$ cat config.mk
export PLATFORM = sky130hd
export DESIGN_NAME = dmem_arbiter
export DESIGN_NICKNAME = d
export VERILOG_FILES = /design/src/rtl/dmem_arbiter.sv
export SDC_FILE = /design/constraint.sdc
export NUM_CORES = 1
export LEC_CHECK = 0
export CAP_MARGIN = 25
export CORE_UTILIZATION = 38
export DETAILED_ROUTE_END_ITERATION = 16
export PLACE_DENSITY = 0.81
export SLEW_MARGIN = 20
export SYNTH_ARGS = -nofsm -noshare
export SYNTH_HDL_FRONTEND = slang
export SYNTH_SLANG_ARGS = --single-unit
export TNS_END_PERCENT = 20
$ cat constraint.sdc
create_clock -name clk -period 2.68 [get_ports clk]
set_input_delay 0.268 -clock clk [delete_from_list [all_inputs] [get_ports clk]]
set_output_delay 0.268 -clock clk [all_outputs]
set_load 0.05 [all_outputs]
$ cat src/rtl/dmem_arbiter.sv
// Shares one single-port data memory between the CPU load/store port and a secondary (DMA/debug) master.
// Latency: each access holds the memory for ACCESS_CYCLES cycles after a one-cycle IDLE grant; dma_ack is registered one edge later.
// Backpressure: the CPU is stalled via cpu_ready; the secondary master holds dma_req until dma_ack. Round-robin on contention.
//
// Ports:
//   clk, rst                                 - single clock, synchronous active-high reset
//   cpu_req/we/addr/wdata, cpu_rdata/ready   - CPU MIO port (level request, cpu_ready = MIO_ready)
//   dma_req/we/addr/wdata, dma_rdata/ack     - secondary master req/ack port
//   mem_addr/wdata/we, mem_rdata             - single-port data memory (word addressed)
//   busy, owner, cpu_stall_cnt               - status and performance debug
module dmem_arbiter #(
  parameter int ADDR_W        = 10,
  parameter int ACCESS_CYCLES = 2
) (
  input  logic              clk,
  input  logic              rst,
  input  logic              cpu_req,
  input  logic              cpu_we,
  input  logic [31:0]       cpu_addr,
  input  logic [31:0]       cpu_wdata,
  output logic [31:0]       cpu_rdata,
  output logic              cpu_ready,
  input  logic              dma_req,
  input  logic              dma_we,
  input  logic [31:0]       dma_addr,
  input  logic [31:0]       dma_wdata,
  output logic [31:0]       dma_rdata,
  output logic              dma_ack,
  output logic [ADDR_W-1:0] mem_addr,
  output logic [31:0]       mem_wdata,
  output logic              mem_we,
  input  logic [31:0]       mem_rdata,
  output logic              busy,
  output logic              owner,
  output logic [31:0]       cpu_stall_cnt
);

  typedef enum logic {
    IDLE = 1'b0,
    BUSY = 1'b1
  } state_t;

  localparam logic [3:0] CNT_LOAD = 4'(ACCESS_CYCLES - 1);

  state_t     state;
  state_t     state_nxt;
  logic [3:0] cnt;
  logic [3:0] cnt_nxt;
  logic       lat_we;
  logic       dma_req_eff;
  logic       grant_vld;
  logic       grant_dma;
  logic       done;

  // Byte-lane bits and bits above the memory index are dropped, so addresses wrap.
  logic unused_addr_bits;
  assign unused_addr_bits = ^{cpu_addr[31:ADDR_W+2], cpu_addr[1:0],
                              dma_addr[31:ADDR_W+2], dma_addr[1:0]};

  // During the ack cycle the requester is still holding the old request level.
  assign dma_req_eff = dma_req & ~dma_ack;
  assign grant_vld   = (state == IDLE) & (cpu_req | dma_req_eff);
  // On contention owner names the previous winner, so the other side gets it.
  assign grant_dma   = dma_req_eff & (~cpu_req | ~owner);
  assign done        = (state == BUSY) & (cnt == 4'd0);
  assign busy        = (state == BUSY);
  assign cpu_rdata   = mem_rdata;

  always_comb begin
    state_nxt = state;
    cnt_nxt   = cnt;
    case (state)
      IDLE: begin
        if (grant_vld) begin
          state_nxt = BUSY;
          cnt_nxt   = CNT_LOAD;
        end
      end
      BUSY: begin
        if (cnt != 4'd0) begin
          cnt_nxt = cnt - 4'd1;
        end else begin
          state_nxt = IDLE;
        end
      end
      default: begin
        state_nxt = IDLE;
        cnt_nxt   = 4'd0;
      end
    endcase
  end

  always_comb begin
    cpu_ready = 1'b0;
    if (!rst) begin
      if (state == IDLE) begin
        cpu_ready = ~cpu_req;
      end else begin
        cpu_ready = done & ~owner;
      end
    end
  end

  always_ff @(posedge clk) begin
    if (rst) begin
      state         <= IDLE;
      cnt           <= 4'd0;
      owner         <= 1'b1;
      lat_we        <= 1'b0;
      mem_we        <= 1'b0;
      mem_addr      <= '0;
      mem_wdata     <= '0;
      dma_ack       <= 1'b0;
      dma_rdata     <= '0;
      cpu_stall_cnt <= '0;
    end else begin
      state   <= state_nxt;
      cnt     <= cnt_nxt;
      // Write strobe lives only in the first BUSY cycle.
      mem_we  <= 1'b0;
      dma_ack <= done & owner;
      if (grant_vld) begin
        owner     <= grant_dma;
        lat_we    <= grant_dma ? dma_we : cpu_we;
        mem_we    <= grant_dma ? dma_we : cpu_we;
        mem_addr  <= grant_dma ? dma_addr[ADDR_W+1:2] : cpu_addr[ADDR_W+1:2];
        mem_wdata <= grant_dma ? dma_wdata : cpu_wdata;
      end
      if (done && owner && !lat_we) begin
        dma_rdata <= mem_rdata;
      end
      if (cpu_req && !cpu_ready && (cpu_stall_cnt != 32'hFFFF_FFFF)) begin
        cpu_stall_cnt <= cpu_stall_cnt + 32'd1;
      end
    end
  end

endmodule

==> results of run 1 <==
## registers in the layout, indices dropped and copies added (netlist names)
| signal | cells |
|---|---|
| cpu_stall_cnt | 32 |
| dma_rdata | 32 |
| mem_wdata | 32 |
| mem_addr | 10 |
| cnt | 4 |
| busy | 1 |
| dma_ack | 1 |
| lat_we | 1 |
| mem_we | 1 |
| owner | 1 |
## kinds of logic after synthesis
kind of cell / Yosys count / share of synthesized area, %
and+or+nand+nor: 233 / 20.92
adders and majority gates: 2 / 0.4782
AOI/OAI and AO/OA: 116 / 14.51
buffers and inverters: 78 / 8.250
DFF: 115 / 44.00
muxes: 56 / 11.00
xor gates and xnor gates: 5 / 0.8371
## worst max-delay path by stage
stage	slack (ns)	cells after the start	end	start
global placement	0.40	6	cpu_ready	cnt[0]$_SDFFE_PP0P_
floorplan	0.34	7	cpu_stall_cnt[19]$_SDFFE_PP0P_	cpu_stall_cnt[0]$_SDFFE_PP0P_
finish	0.22	6	cpu_ready	cnt[0]$_SDFFE_PP0P_
CTS	0.21	6	cpu_ready	cnt[0]$_SDFFE_PP0P_
detailed placement	0.37	6	cpu_ready	cnt[0]$_SDFFE_PP0P_
global route	0.01	6	cpu_ready	cnt[0]$_SDFFE_PP0P_
## area by class of cell
type | count | area share [%]
Multi-Input combinational cell | 412 | 29.87
Clock buffer | 20 | 5.309
Clock inverter | 11 | 1.621
Sequential cell | 115 | 27.36
Inverter | 7 | 0.3123
Timing Repair Buffer | 277 | 32.91
Tap cell | 176 | 2.617
## cell usage in the layout, fill, tap and decap left out, types with 13 or more instances in the layout
cell / count
clkdlybuf4s50_1: 262
dfxtp_1: 115
nand2_1: 82
nor2_1: 73
a21oi_1: 45
mux2i_1: 44
a211oi_1: 43
nand3_1: 17
clkbuf_16: 17
nor2b_1: 13
## critical path, delay by kind of cell, from the launching register on
family / cells / cell delay (ns)
AOI/OAI and AO/OA: 1 / 0.18
DFF: 1 / 0.33
and+or+nand+nor: 2 / 0.51
adders and majority gates: 1 / 0.18
buffers and inverters: 2 / 0.59
## routing by layer
layer / vias to the layer above / routed length [um] / part of all wire [%]
li1: 2553 / - / -
met3: 27 / 1309 / 8.9
met2: 209 / 7083 / 48
met4: 0 / 383 / 2.6
met1: 2319 / 5888 / 40
met5: - / 0 / 0
## power groups by stage
stage	sequential, mW	clock [mW]	combinational [mW]
floorplan	2.33	0	0.487
global placement	1.93	0	1.40
detailed placement	1.94	0	1.42
CTS	1.90	2.28	1.42
global route	1.92	2.37	1.49
finish	1.90	2.24	1.41
==> impl_summary.txt, run 1 <==
----------------------------------------------------
[Run status]
  Result of the run ... finished, final reports clean

[Floorplan]
  Die Footprint ... 14240 um^2
  I/O pins ... 309
  Height of the die ... 119.3 um
  Initial standard-cell utilization of the core ... 39.20%
  FP Rows ... 42
  DIE WIDTH ... 119.3 um
  Core outline area ... 13350 um^2

[Route]
  First-pass detailed-route iteration total ... 4
  Post-detailed-route wirelength per cell ... 14.40 um
  DRC errors left ... 0
  Post-detailed-routing wire length ... 14.66 mm
  Total number of vias ... 5108
  Post-route antenna net violation count ... 0
  Drt first-iter violations ... 276
  Via count normalized by instance count ... 5.018

[Min path]
  End of the worst hold path ... dma_ack$_SDFF_PP0_
  Hold/Removal Path Class ... in -> reg
  Beginning of the worst hold path ... rst
  Worst Hold Depth ... 3

[Pwr]
  Switching part of the total power ... 30.63%
  Portion of total power attributed to sequential cells ... 34.3%
  Sw Pwr ... 1.701 mW
  Overall power after layout ... 5.554 mW
  Int Pwr ... 3.853 mW
  Leakage ... 3.253 nW
  Part of the power in the clock network ... 40.4%
  Pwr per Cell Area ... 660.1 nW/um^2
  Logic gate share of total power ... 25.3%
  IR drop worst, VDD ... 0.3979 mV

[Placement]
  Cell count after placement ... 987
  Final Wtd Congestion ... 0.8188
  Post-place instance area ... 7833 um^2
  Detailed placer's ending HPWL ... 10.66 mm
  Worst slack at placement ... 0.3742 ns
  Number of port buffers ... 264

[Synthesis]
  Average size of a mapped cell ... 8.649 um^2
  Net count after synthesis ... 773
  Cells taking the most area after synthesis ... dfxtp_1 (44%), mux2i_1 (8.4%), a211oi_1 (6.2%), nand2_1 (5.9%), nor2_1 (5.3%)
  Post-synthesis cell area ... 5233 um^2
  Synth warnings ... 0
  Seq cells post-synth ... 115
  Synth top area share ... 44.00%
  Dominant cell type by area after synthesis ... dfxtp_1
  Fraction of registers with async set or reset after synthesis ... 0%
  Count of flip-flops with a built-in enable after synthesis ... 0
  Synth top cells by count ... dfxtp_1 (115), nand2_1 (82), nor2_1 (74)
  Leading cell type by number of instances after synthesis ... dfxtp_1
  Top flip-flop cell by instance count after synthesis ... dfxtp_1
  Share of the yosys chip area belonging to registers ... 44.00%
  Cell count after synthesis ... 605
  Synth unique cells ... 53

[Finish]
  Post-Layout Cell Count ... 1018
  Fin util ... 63.04%
  N_diodes ... 0
  Area growth from synthesis to final layout ... 60.81%
  Fraction of layout cells with a size suffix above 1 ... 7.007%
  Storage element area ... 2302 um^2
  Layout Cell Area excl Fill ... 8414 um^2
  Final net count ... 998
  Layout filler cell count ... 1154
  Combined area of the multi-input logic cells ... 2514 um^2

[Worst setup path]
  Critical path startpoint category ... register
  Cell count of the worst reg-to-reg path ... 7
  Worst path cell trace ... inv_1 > ha_1 > nor3b_1 > a31oi_1 > nor2_1 > dlygate4sd2_1
  Launch instance of the worst register-to-register path ... cpu_stall_cnt[0]$_SDFFE_PP0P_
  Worst reg2reg path endpoint ... cpu_stall_cnt[31]$_SDFFE_PP0P_
  Critical Path RT ... 2.41 ns
  Capturing element type of the critical path ... output pin
  Classification of the worst setup path ... reg -> out
  Crit path max-delay cell type ... dlygate4sd2_1
  Maximum fanout along the worst path ... 4
  Arrival time reported for the critical path endpoint ... 2.19 ns
  Internal reg-to-reg setup slack ... 0.47 ns
  CP peak stage delay ... 0.53 ns

[Clocking]
  Clock transition at the registers of the reported paths ... 0.05 ns
  Level count of the clock H-tree ... 4
  Number of buffers created by CTS ... 17
  Clk buf depth ... 2
  Sinks on Clock Net ... 115
  CTS tree ... built
  CTS-repair resized insts ... 1
  Number of setup buffers added after CTS ... 0
  Post-CTS Hold Fix Bufs ... 0
  Clock insertion delay at the later pin of the skew report ... 0.41 ns
  Clock tree root driver cell ... clkbuf_16

[GRT]
  Number of antenna violations at the first check in global routing ... 0
  Met3 GRT Util ... 7.615%
  Pin count of the biggest net entering global routing ... 85
  Met2 usage ... 35.21%
  Remaining global-route overflow ... 0
  Gr busiest metal ... met2
  Global-route wire length before repair ... 23.33 mm
  Met1 Use GR ... 23.38%
  Vias in the first global route ... 4686
  Total track usage ... 20.88%

[Timing]
  Setup repair after global routing missed its margin ... no
  Tightest slew margin relative to the limit ... 43.59%
  Crit path time final ... 2.459 ns
  Achievable frequency ... 406.7 MHz
  Sum of negative setup slack ... 0 ns
  Number of endpoints with negative hold slack in the final report ... 0
  Minimum setup slack in the final design ... 0.2209 ns
  Fin Clk Skew ... 0.006473 ns
  Setup-failing EPs final ... 0
  Worst Max-Slew Pin Slew ... 0.8462 ns
  Post-route fraction of the period consumed by the critical path ... 91.76%
  Max Transition Viols Final ... 0
  Fin Hold WS ... 0.4280 ns

[Flow run]
  Maximum capacitance violations ... 0

----------------------------------------------------
No activity file was read; power rests on OpenSTA's default activity.
==> inputs of run 2 (changes only) <==
==> constraint.sdc (replaced) <==
create_clock -name clk -period 2.4 [get_ports clk]
set_input_delay 0.24 -clock clk [delete_from_list [all_inputs] [get_ports clk]]
set_output_delay 0.24 -clock clk [all_outputs]
set_load 0.05 [all_outputs]
==> run 2 against run 1 <==
  * Setup slack got worse by 0.025 ns
  * Flip-flop and latch count did not move
  * First-iteration DRC count fell by 18%
  * Non-clock buffer count did not move
  * Critical path depth did not move
  * Highest routed layer unchanged
==> impl_summary.txt, run 2 (synthesis results as in run 1) <==
----------------------------------------------------
[Route]
  DRC errors left ... 0 (unchanged)
  Post-detailed-routing wire length ... 14.77 mm (+0.72%)
  Total number of vias ... 5065 (-0.84%)
  Via count normalized by instance count ... 4.971 (-0.94%)
  Post-detailed-route wirelength per cell ... 14.49 um (+0.62%)
  Post-route antenna net violation count ... 0 (unchanged)
  Drt first-iter violations ... 225 (-18%)
  First-pass detailed-route iteration total ... 4 (unchanged)

[Flow run]
  Maximum capacitance violations ... 0 (unchanged)

[Clocking]
  Clk buf depth ... 2 (unchanged)
  Post-CTS Hold Fix Bufs ... 0 (unchanged)
  Number of setup buffers added after CTS ... 0 (unchanged)
  CTS-repair resized insts ... 0 (-1)
  Number of buffers created by CTS ... 17 (unchanged)
  Clock tree root driver cell ... clkbuf_16
  Clock insertion delay at the later pin of the skew report ... 0.40 ns (about the same)
  Sinks on Clock Net ... 115 (unchanged)
  Clock transition at the registers of the reported paths ... 0.05 ns (about the same)
  CTS tree ... built
  Level count of the clock H-tree ... 4 (unchanged)

[Worst setup path]
  Worst path cell trace ... inv_1 > ha_1 > nor3b_1 > a31oi_1 > nor2_1 > buf_4
  CP peak stage delay ... 0.48 ns (-0.05 ns)
  Classification of the worst setup path ... reg -> out
  Crit path max-delay cell type ... nor3b_1
  Maximum fanout along the worst path ... 4 (unchanged)
  Arrival time reported for the critical path endpoint ... 1.96 ns (-0.23 ns)
  Worst setup path startpoint ... cnt[0]$_SDFFE_PP0P_
  Critical Path RT ... 2.16 ns (-0.25 ns)
  Capturing element type of the critical path ... output pin
  Launch instance of the worst register-to-register path ... cnt[0]$_SDFFE_PP0P_
  Critical path startpoint category ... register
  Internal reg-to-reg setup slack ... 0.25 ns (-0.22 ns)

[Floorplan]
  Initial standard-cell utilization of the core ... 39.20% (unchanged)
  Height of the die ... 119.3 um (unchanged)
  Die Footprint ... 14240 um^2 (unchanged)
  DIE WIDTH ... 119.3 um (unchanged)
  FP Rows ... 42 (unchanged)
  Core outline area ... 13350 um^2 (unchanged)
  I/O pins ... 309 (unchanged)

[Timing]
  Fin Hold WS ... 0.4081 ns (-0.01997 ns)
  Post-route fraction of the period consumed by the critical path ... 91.82%
  Achievable frequency ... 453.8 MHz
  Sum of negative setup slack ... 0 ns (unchanged)
  Setup-failing EPs final ... 0 (unchanged)
  Number of endpoints with negative hold slack in the final report ... 0 (unchanged)
  Worst Max-Slew Pin Slew ... 0.5569 ns (-0.2893 ns)
  Max Transition Viols Final ... 0 (unchanged)
  Fin Clk Skew ... 0.006634 ns (+0.0001604 ns)
  Tightest slew margin relative to the limit ... 62.76% (+19 points)
  Setup repair after global routing missed its margin ... no
  Crit path time final ... 2.204 ns

[Finish]
  Storage element area ... 2302 um^2 (unchanged)
  Layout filler cell count ... 1111 (-3.7%)
  Most used cells in the layout excluding fill and tap cells ... clkdlybuf4s50_1 (262), dfxtp_1 (115), nand2_1 (82), nor2_1 (72), a21oi_1 (45)
  Area growth from synthesis to final layout ... 62.34%
  Final net count ... 998 (unchanged)
  Combined area of the multi-input logic cells ... 2517 um^2 (+0.15%)
  N_diodes ... 0 (unchanged)
  Largest registers ... cpu_stall_cnt: 32 flops, dma_rdata: 32 flops, mem_wdata: 32 flops
  Leading cell type in the layout, fill and taps excluded ... clkdlybuf4s50_1
  Fraction of layout cells with a size suffix above 1 ... 7.355% (+0.35 points)

[GRT]
  Vias in the first global route ... 4575 (-2.4%)
  Global-route wire length before repair ... 23.18 mm (-0.65%)
  Remaining global-route overflow ... 0 (unchanged)
  Pin count of the biggest net entering global routing ... 127 (+49%)
  Number of antenna violations at the first check in global routing ... 0 (unchanged)
  Total track usage ... 20.78% (-0.10 points)

[Min path]
  Hold/Removal Path Class ... in -> reg
  Beginning of the worst hold path ... rst

[Pwr]
  Pwr per Cell Area ... 738.6 nW/um^2 (+12%)
  Leakage ... 3.268 nW (+0.47%)
  IR drop worst, VDD ... 0.4330 mV (+8.8%)

[Run status]
  Result of the run ... finished, final reports clean

[Placement]
  Final Wtd Congestion ... 0.8112 (-0.93%)
  Detailed placer's ending HPWL ... 10.73 mm (+0.64%)
  Number of port buffers ... 264 (unchanged)

----------------------------------------------------
run 2: cell types whose count changed in the layout (fill, tap and decap cells not counted), sizes merged:
cell and delta:
clkinv -4, clkbuf +3, clkinvlp +2, buf +1, dlygate4sd2 -1
run 2: critical path: cells and delay by family, from the launching register on:
family / cells / cell delay [ns]
buf+inv: 2 / 0.28
fa+ha+maj: 1 / 0.17
compound gates: 1 / 0.16
flops: 1 / 0.33
simple gates: 2 / 0.63
run 2: per-stage QoR:
step	std cells	worst slack (ns)	utilization [%]	power (mW)	instance area (um^2)
2_1_floorplan	605	0.05835	-	3.152	5233
3_3_place_gp	987	0.2029	59.07	3.766	7885
3_5_place_dp	987	0.1027	59.07	3.781	7885
4_1_cts	1019	0.05648	63.61	6.346	8491
5_1_grt	1019	0.04776	63.64	6.543	8494
6_report	1019	0.1964	63.64	6.274	8494
run 2: final timing paths:
path | cells past startpoint | end
worst max-delay path | 6 | cpu_ready
worst min-delay path | 3 | cpu_stall_cnt[0]$_SDFFE_PP0P_
worst max register to register | 7 | cpu_stall_cnt[31]$_SDFFE_PP0P_
worst min register to register | 2 | dma_rdata[19]$_SDFFE_PP0P_
run 2: cell type report:
class                           instances  area share [%]
Clock buffer                           23           5.627
Clock inverter                          9           1.502
Inverter                                7          0.3093
Multi-Input combinational cell        412           29.64
Sequential cell                       115           27.10
Tap cell                              176           2.592
Timing Repair Buffer                  277           33.23
run 2: layer usage:
metal | share of wire [%] | GRT usage, % | up-vias | wire (um)
li1 | - | - | 2549 | -
met3 | 8.7 | 6.897 | 13 | 1288
met2 | 51 | 36.77 | 210 | 7489
met5 | 0 | 0 | - | 0
met4 | 1.3 | 8.594 | 0 | 197
met1 | 39 | 22.64 | 2293 | 5794
run 2: power by group:
part           internal [mW]  switching, mW  total [mW]
clock                   1.71          0.829        2.54
combinational          0.641          0.969        1.61
sequential              2.05         0.0769        2.13
